<file path="src/rtl/cfg_src_arbiter_if.sv">
// Bus bundle for cfg_src_arbiter: source selection, SPI/external inputs and
// the registered pixel-matrix outputs. Optional macro: CFG_PARITY_EN adds cfg_parity.
interface cfg_src_arbiter_if #(
  parameter int N_CH  = 2,
  parameter int N_GRP = 4,
  parameter int CFG_W = 6
);
  logic [1:0]             src_sel;
  logic [N_CH-1:0]        shutter_spi;
  logic                   shutter_ext;
  logic [N_CH-1:0]        mode_spi;
  logic                   mode_ext;
  logic [N_CH-1:0]        push_clk_spi;
  logic                   push_clk_ext;
  logic [N_GRP*CFG_W-1:0] cfg_spi;
  logic [1:0]             cfg_ext;
  logic [N_CH-1:0]        shutter;
  logic [N_CH-1:0]        mode;
  logic [N_CH-1:0]        push_clk;
  logic [N_GRP*CFG_W-1:0] cfg_out;
  logic                   src_busy;
`ifdef CFG_PARITY_EN
  logic [N_GRP-1:0]       cfg_parity;

  modport master (
    output src_sel, shutter_spi, shutter_ext, mode_spi, mode_ext,
           push_clk_spi, push_clk_ext, cfg_spi, cfg_ext,
    input  shutter, mode, push_clk, cfg_out, src_busy, cfg_parity
  );
  modport slave (
    input  src_sel, shutter_spi, shutter_ext, mode_spi, mode_ext,
           push_clk_spi, push_clk_ext, cfg_spi, cfg_ext,
    output shutter, mode, push_clk, cfg_out, src_busy, cfg_parity
  );
`else
  modport master (
    output src_sel, shutter_spi, shutter_ext, mode_spi, mode_ext,
           push_clk_spi, push_clk_ext, cfg_spi, cfg_ext,
    input  shutter, mode, push_clk, cfg_out, src_busy
  );
  modport slave (
    input  src_sel, shutter_spi, shutter_ext, mode_spi, mode_ext,
           push_clk_spi, push_clk_ext, cfg_spi, cfg_ext,
    output shutter, mode, push_clk, cfg_out, src_busy
  );
`endif
endinterface

</file>
<file path="src/rtl/cfg_src_arbiter.sv">
// cfg_src_arbiter: selects/merges SPI and external sources for shutter, mode,
// push_clk and the per-group config word. All outputs registered; push_clk is
// shaped into PUSH_W-cycle pulses; a source switch runs BLANK/SETTLE so the
// pixel matrix never sees a mixed word.
// Optional macro: CFG_PARITY_EN adds registered per-group even parity cfg_parity.
module cfg_src_arbiter #(
  parameter int N_CH   = 2,
  parameter int N_GRP  = 4,
  parameter int CFG_W  = 6,
  parameter int PUSH_W = 4,
  parameter int GUARD  = 8
) (
  input  logic            clk_40MHz,
  input  logic            rst_n,
  cfg_src_arbiter_if.slave bus
);
  localparam int W    = N_GRP * CFG_W;
  localparam int PC_W = $clog2(PUSH_W + 1);
  localparam int GC_W = $clog2(GUARD + 1);

  typedef enum logic [1:0] {RUN, BLANK, SETTLE} state_t;

  state_t          state, state_nx;
  logic [1:0]      active_sel, active_nx, pending_sel, pending_nx;
  logic [GC_W-1:0] cnt, cnt_nx;
  logic [N_CH-1:0] push_spi_prev;
  logic            push_ext_prev;
  logic [N_CH-1:0] edge_v, shutter_nx, mode_nx, push_nx;
  logic [W-1:0]    cfg_nx;
  logic            run_nx;
  logic [PC_W-1:0] pcnt    [N_CH];
  logic [PC_W-1:0] pcnt_nx [N_CH];

  function automatic logic [N_CH-1:0] pick_ch(input logic [1:0] sel,
                                              input logic [N_CH-1:0] spi,
                                              input logic ext);
    case (sel)
      2'b00:   return spi | {N_CH{ext}};
      2'b01:   return spi;
      2'b10:   return {N_CH{ext}};
      default: return '0;
    endcase
  endfunction

  function automatic logic [W-1:0] pick_cfg(input logic [1:0] sel,
                                            input logic [W-1:0] spi,
                                            input logic [1:0] ext);
    logic [W-1:0] rep;
    rep = {N_GRP{{(CFG_W-2){1'b0}}, ext}};
    case (sel)
      2'b00:   return spi | rep;
      2'b01:   return spi;
      2'b10:   return rep;
      default: return '0;
    endcase
  endfunction

  // Switch sequencer: RUN -> BLANK (guard countdown, restart on new request) -> SETTLE -> RUN
  always_comb begin
    state_nx   = state;
    active_nx  = active_sel;
    pending_nx = pending_sel;
    cnt_nx     = cnt;
    case (state)
      RUN: begin
        if (bus.src_sel != active_sel) begin
          state_nx   = BLANK;
          pending_nx = bus.src_sel;
          cnt_nx     = GC_W'(GUARD);
        end
      end
      BLANK: begin
        if (bus.src_sel != pending_sel) begin
          pending_nx = bus.src_sel;
          cnt_nx     = GC_W'(GUARD);
        end else if (cnt == GC_W'(1)) begin
          state_nx  = SETTLE;
          active_nx = pending_sel;
          cnt_nx    = '0;
        end else begin
          cnt_nx = cnt - GC_W'(1);
        end
      end
      default: state_nx = RUN;
    endcase
  end

  // Next output values: forced low outside RUN, held in freeze, cfg loads only entering SETTLE or in RUN
  always_comb begin
    run_nx     = (state_nx == RUN);
    edge_v     = pick_ch(active_sel, bus.push_clk_spi, bus.push_clk_ext) &
                 ~pick_ch(active_sel, push_spi_prev, push_ext_prev);
    shutter_nx = '0;
    mode_nx    = '0;
    push_nx    = '0;
    cfg_nx     = bus.cfg_out;
    if (run_nx) begin
      if (active_sel == 2'b11) begin
        shutter_nx = bus.shutter;
        mode_nx    = bus.mode;
      end else begin
        shutter_nx = pick_ch(active_sel, bus.shutter_spi, bus.shutter_ext);
        mode_nx    = pick_ch(active_sel, bus.mode_spi, bus.mode_ext);
      end
    end
    if ((state_nx == RUN || state_nx == SETTLE) && active_nx != 2'b11)
      cfg_nx = pick_cfg(active_nx, bus.cfg_spi, bus.cfg_ext);
    for (int i = 0; i < N_CH; i++) begin
      pcnt_nx[i] = '0;
      if (run_nx) begin
        if (pcnt[i] != '0)  pcnt_nx[i] = pcnt[i] - PC_W'(1);
        else if (edge_v[i]) pcnt_nx[i] = PC_W'(PUSH_W);
      end
      push_nx[i] = (pcnt_nx[i] != '0);
    end
  end

  // Sequencer state and busy flag
  always_ff @(posedge clk_40MHz or negedge rst_n) begin
    if (!rst_n) begin
      state        <= RUN;
      active_sel   <= 2'b00;
      pending_sel  <= 2'b00;
      cnt          <= '0;
      bus.src_busy <= 1'b0;
    end else begin
      state        <= state_nx;
      active_sel   <= active_nx;
      pending_sel  <= pending_nx;
      cnt          <= cnt_nx;
      bus.src_busy <= (state_nx != RUN);
    end
  end

  // Registered outputs and push edge history (history tracks every cycle)
  always_ff @(posedge clk_40MHz or negedge rst_n) begin
    if (!rst_n) begin
      bus.shutter   <= '0;
      bus.mode      <= '0;
      bus.push_clk  <= '0;
      bus.cfg_out   <= '0;
      push_spi_prev <= '0;
      push_ext_prev <= 1'b0;
      for (int i = 0; i < N_CH; i++) pcnt[i] <= '0;
    end else begin
      bus.shutter   <= shutter_nx;
      bus.mode      <= mode_nx;
      bus.push_clk  <= push_nx;
      bus.cfg_out   <= cfg_nx;
      push_spi_prev <= bus.push_clk_spi;
      push_ext_prev <= bus.push_clk_ext;
      for (int i = 0; i < N_CH; i++) pcnt[i] <= pcnt_nx[i];
    end
  end

`ifdef CFG_PARITY_EN
  // Even parity per config group, aligned with cfg_out
  always_ff @(posedge clk_40MHz or negedge rst_n) begin
    if (!rst_n) begin
      bus.cfg_parity <= '0;
    end else begin
      for (int g = 0; g < N_GRP; g++) bus.cfg_parity[g] <= ^cfg_nx[g*CFG_W +: CFG_W];
    end
  end
`endif

endmodule

</file>
<file path="src/flat_wrapper.sv">
// flat-port wrapper written by rule: the top's interface ports become plain ports
module cfg_src_arbiter_flat 
#(
  parameter int N_CH   = 2,
  parameter int N_GRP  = 4,
  parameter int CFG_W  = 6,
  parameter int PUSH_W = 4,
  parameter int GUARD  = 8
)
  (clk_40MHz, rst_n, bus_src_sel, bus_shutter_spi, bus_shutter_ext, bus_mode_spi, bus_mode_ext, bus_push_clk_spi, bus_push_clk_ext, bus_cfg_spi, bus_cfg_ext, bus_shutter, bus_mode, bus_push_clk, bus_cfg_out, bus_src_busy);
  cfg_src_arbiter_if #(.N_CH(N_CH), .N_GRP(N_GRP), .CFG_W(CFG_W)) bus_i ();
  input  logic clk_40MHz;
  input  logic rst_n;
  input wire logic [$bits(bus_i.src_sel)-1:0] bus_src_sel;
  input wire logic [$bits(bus_i.shutter_spi)-1:0] bus_shutter_spi;
  input wire logic [$bits(bus_i.shutter_ext)-1:0] bus_shutter_ext;
  input wire logic [$bits(bus_i.mode_spi)-1:0] bus_mode_spi;
  input wire logic [$bits(bus_i.mode_ext)-1:0] bus_mode_ext;
  input wire logic [$bits(bus_i.push_clk_spi)-1:0] bus_push_clk_spi;
  input wire logic [$bits(bus_i.push_clk_ext)-1:0] bus_push_clk_ext;
  input wire logic [$bits(bus_i.cfg_spi)-1:0] bus_cfg_spi;
  input wire logic [$bits(bus_i.cfg_ext)-1:0] bus_cfg_ext;
  output wire logic [$bits(bus_i.shutter)-1:0] bus_shutter;
  output wire logic [$bits(bus_i.mode)-1:0] bus_mode;
  output wire logic [$bits(bus_i.push_clk)-1:0] bus_push_clk;
  output wire logic [$bits(bus_i.cfg_out)-1:0] bus_cfg_out;
  output wire logic [$bits(bus_i.src_busy)-1:0] bus_src_busy;
  assign bus_i.src_sel = bus_src_sel;
  assign bus_i.shutter_spi = bus_shutter_spi;
  assign bus_i.shutter_ext = bus_shutter_ext;
  assign bus_i.mode_spi = bus_mode_spi;
  assign bus_i.mode_ext = bus_mode_ext;
  assign bus_i.push_clk_spi = bus_push_clk_spi;
  assign bus_i.push_clk_ext = bus_push_clk_ext;
  assign bus_i.cfg_spi = bus_cfg_spi;
  assign bus_i.cfg_ext = bus_cfg_ext;
  assign bus_shutter = bus_i.shutter;
  assign bus_mode = bus_i.mode;
  assign bus_push_clk = bus_i.push_clk;
  assign bus_cfg_out = bus_i.cfg_out;
  assign bus_src_busy = bus_i.src_busy;
  cfg_src_arbiter #(.N_CH(N_CH), .N_GRP(N_GRP), .CFG_W(CFG_W), .PUSH_W(PUSH_W), .GUARD(GUARD)) u_core (.clk_40MHz(clk_40MHz), .rst_n(rst_n), .bus(bus_i));
endmodule
</file>
<file path="config.mk">
export PLATFORM = sky130hd
export DESIGN_NAME = cfg_src_arbiter_flat
export DESIGN_NICKNAME = d
export VERILOG_FILES = /design/src/rtl/cfg_src_arbiter_if.sv /design/src/rtl/cfg_src_arbiter.sv /design/src/flat_wrapper.sv
export SDC_FILE = /design/constraint.sdc
export NUM_CORES = 1
export LEC_CHECK = 0
export CORE_AREA = 2 2 88 90
export DETAILED_ROUTE_END_ITERATION = 10
export DIE_AREA = 0 0 90 92
export PLACE_DENSITY = 0.56
export SLEW_MARGIN = 0
export SYNTH_ARGS = -nofsm -noshare
export SYNTH_HDL_FRONTEND = slang
export SYNTH_SLANG_ARGS = --single-unit
</file>
<file path="constraint.sdc">
create_clock -name clk_40MHz -period 3.4 [get_ports clk_40MHz]
set_input_delay 0.85 -clock clk_40MHz [delete_from_list [all_inputs] [get_ports clk_40MHz]]
set_output_delay 0.85 -clock clk_40MHz [all_outputs]
set_load 0.05 [all_outputs]
</file>
==> results by group <==
Run status
  • Status: complete, no violations

Global route
  • Initial antenna violation count: 0
  • Vias in the first global route: 1878
  • First-pass GRT wire length: 9328 um
  • GRT Total Usage: between 10% and 20%
  • Largest net degree at the start of global routing: 45
  • GRT overflow: 0

Clock network
  • Resized Gates After CTS: 0
  • Clock sinks: 50
  • Clk slew on worst S/H paths: 90 ps
  • Skew-Pair Late Insertion Delay: ~300 ps
  • Hold-fix buffers, CTS: 0
  • CTS H-tree lvls: 2
  • Root buf cell: clkbuf_8
  • Post-CTS Setup Inserts: 0
  • Largest buffer count on any clock path: 2
  • CTS tree: built
  • CTS Buf Count: 5

Floorplanning
  • Die area: ~0.0083 sq mm
  • Die H: roughly 90 um
  • Initial core utilization: 31.37%
  • Num ports: 70
  • Die X: around 90 um
  • Core area: about 0.0074 sq mm
  • Core Rows: 32

Logic synthesis
  • Synth area leaders: dfrtp_1 54%, a22o_1 6.0%, a21oi_1 4.1%
  • Syn_nets: approximately 260
  • Synthesized area: ~0.0023 sq mm
  • Most numerous cell in the Yosys netlist: dfrtp_1
  • Area leader, netlist: dfrtp_1
  • Post-synth EDFFs: 0
  • Post-synth ARST share: 100.0%
  • Avg Cell Area, Syn: between 10 and 15 sq um
  • Top cell type's share of synthesized area: between 50% and 60%
  • Yosys Warn Count: 0
  • Cells after Synth: between 200 and 250
  • Seq/Total Area, Yosys: a little over half
  • Seq cells post-synth: 50
  • Top post-synthesis cells by count: 50 x dfrtp_1, 19 x a21oi_1, 16 x a22o_1, 15 x nand2_1, 11 x nor3_1
  • Distinct cells, synth: 38
  • Synth Flop Type: dfrtp_1

Route
  • Vias: approximately 1900
  • Routed Antenna Nets: 0
  • Total Wirelength: about 5700 um
  • # DRC: 0
  • Initial DRC count: 64
  • WL/cell: ~15 um
  • Via-per-instance ratio: between 4 and 5
  • Drt pass-1 iters: 6

Layout
  • Final Core Density: 44.14%
  • Non-Filler Instances: about 390
  • # diodes: 0
  • Largest register FFs: 24
  • Nets: 329
  • Top Registers: u_core.bus.cfg_out (24), u_core.pcnt (6), u_core.cnt (4)
  • Synth-to-layout area growth: 40.71%
  • Layout cell share with drive strength beyond 1: under 10%
  • Design area: 0.003287 sq mm
  • Reg with most FFs: u_core.bus.cfg_out

Place
  • Placer Congestion: between 0.8 and 0.9
  • Input/output buffers: 69
  • Dpl ws: roughly 200 ps
  • Placed Area: about 0.0031 sq mm
  • Cells after DPL: between 300 and 400
  • DP HPWL: between 3000 and 4000 um

Critical path
  • CP endpoint kind: flip-flop
  • R2R Path Start: u_core.active_sel[0]
  • Setup CP Type: input pin to flip-flop
  • Startpoint class of the critical path: input pin
  • Reg2Reg Depth: 4
  • Beginning of the critical path: bus_src_sel[1]
  • WP data arrival: about 3100 ps
  • Crit Path Max Fanout: 24
  • Worst EP required: between 3000 and 4000 ps

STA
  • Slew margin rel.: about 28%
  • Setup ws final: 575.3 ps
  • Final Setup Violations: 0
  • Slew Viols, Final: 0
  • Max Freq: 354.0 MHz
  • Hold_ws: 372.7 ps
  • Worst clock skew: roughly 11 ps
  • Final hold vios: 0
  • RSZ-0062 raised after global routing: false
  • Tmin final: 2825 ps
  • Period utilisation layout: 83.08%
  • Slew @ Worst Pin: around 1100 ps
  • Setup_tns: 0 ps

Power and ir drop
  • Peak supply drop: ~0.33 mV
  • Power Total: between 1.5 and 2 mW
  • PwrDens: 599.4 mW/mm^2
  • Leak pwr: about 1.4 nW

Flow run
  • Max Cap Viol: 0

Worst hold path
  • Worst Hold Class: input pin to asynchronous set/reset pin
## worst paths after layout
path / end / slack (ps)
worst max-delay path: u_core.bus.cfg_out[6] / 580
worst min-delay path: u_core.state[0] / 370
worst max register to register: u_core.bus.cfg_out[6] / 1030
worst min register to register: u_core.bus.cfg_out[22] / 520
max in group asynchronous: u_core.push_spi_prev[0] / 2260
min in group clk_40MHz: u_core.bus.cfg_out[22] / 520
## cells by family (layout without fill, tap and decap cells)
kind of cell,after synthesis,count (layout),share of synthesized area (%)
compound gates,67,67,20.62
simple gates,59,59,14.25
flops,50,50,53.56
buf+inv,23,94,3.964
mux,9,9,3.964
fa+ha+maj,4,4,2.143
xor+xnor,4,4,1.500
## placed cells by master, fill, tap and decap left out, types with 4 or more instances in the layout
cell and count:
a22o_1 16, buf_4 6, a31oi_1 4, o21ai_0 6, clkdlybuf4s50_1 68, nor2b_1 5, nand3_1 4, mux2i_1 7
nand2b_1 6, ha_1 4, dfrtp_1 50, nor3_1 11, a21oi_1 19, clkbuf_8 5, a221o_1 8, inv_1 10
nand2_1 15, o22ai_1 4, nor2_1 8
## report_power, final
group | switching, mW | internal (mW)
logic | 0.434 | 0.278
registers | 0.0704 | 0.688
clock network | 0.206 | 0.295
## final cells by class
| cell class | instances | area, sq um |
|---|---|---|
| clock inverter | 3 | 68.82 |
| clock buffer | 5 | 68.82 |
| sequential | 50 | 1251 |
| tap | 102 | 127.6 |
| multi-input combinational | 143 | 998.5 |
| fill | 749 | 4160 |
| inverter | 11 | 41.29 |
| timing repair buffer | 75 | 730.7 |
## critical path: stages
cell             delay, ps
clkdlybuf4s50_1        570
xor2_1                 360
nor4_4                 130
a21boi_2               860
a221o_1                290
## per-layer routing
layer  track usage (%)  vias up  part of all wire, %
met5                 0        -                    0
met4             4.615        0                 0.93
met3             3.205        9                  4.5
met2             20.49       51                   45
met1             20.20      903                   49
li1                  -      941                    -
No activity file was read; power rests on OpenSTA's default activity.
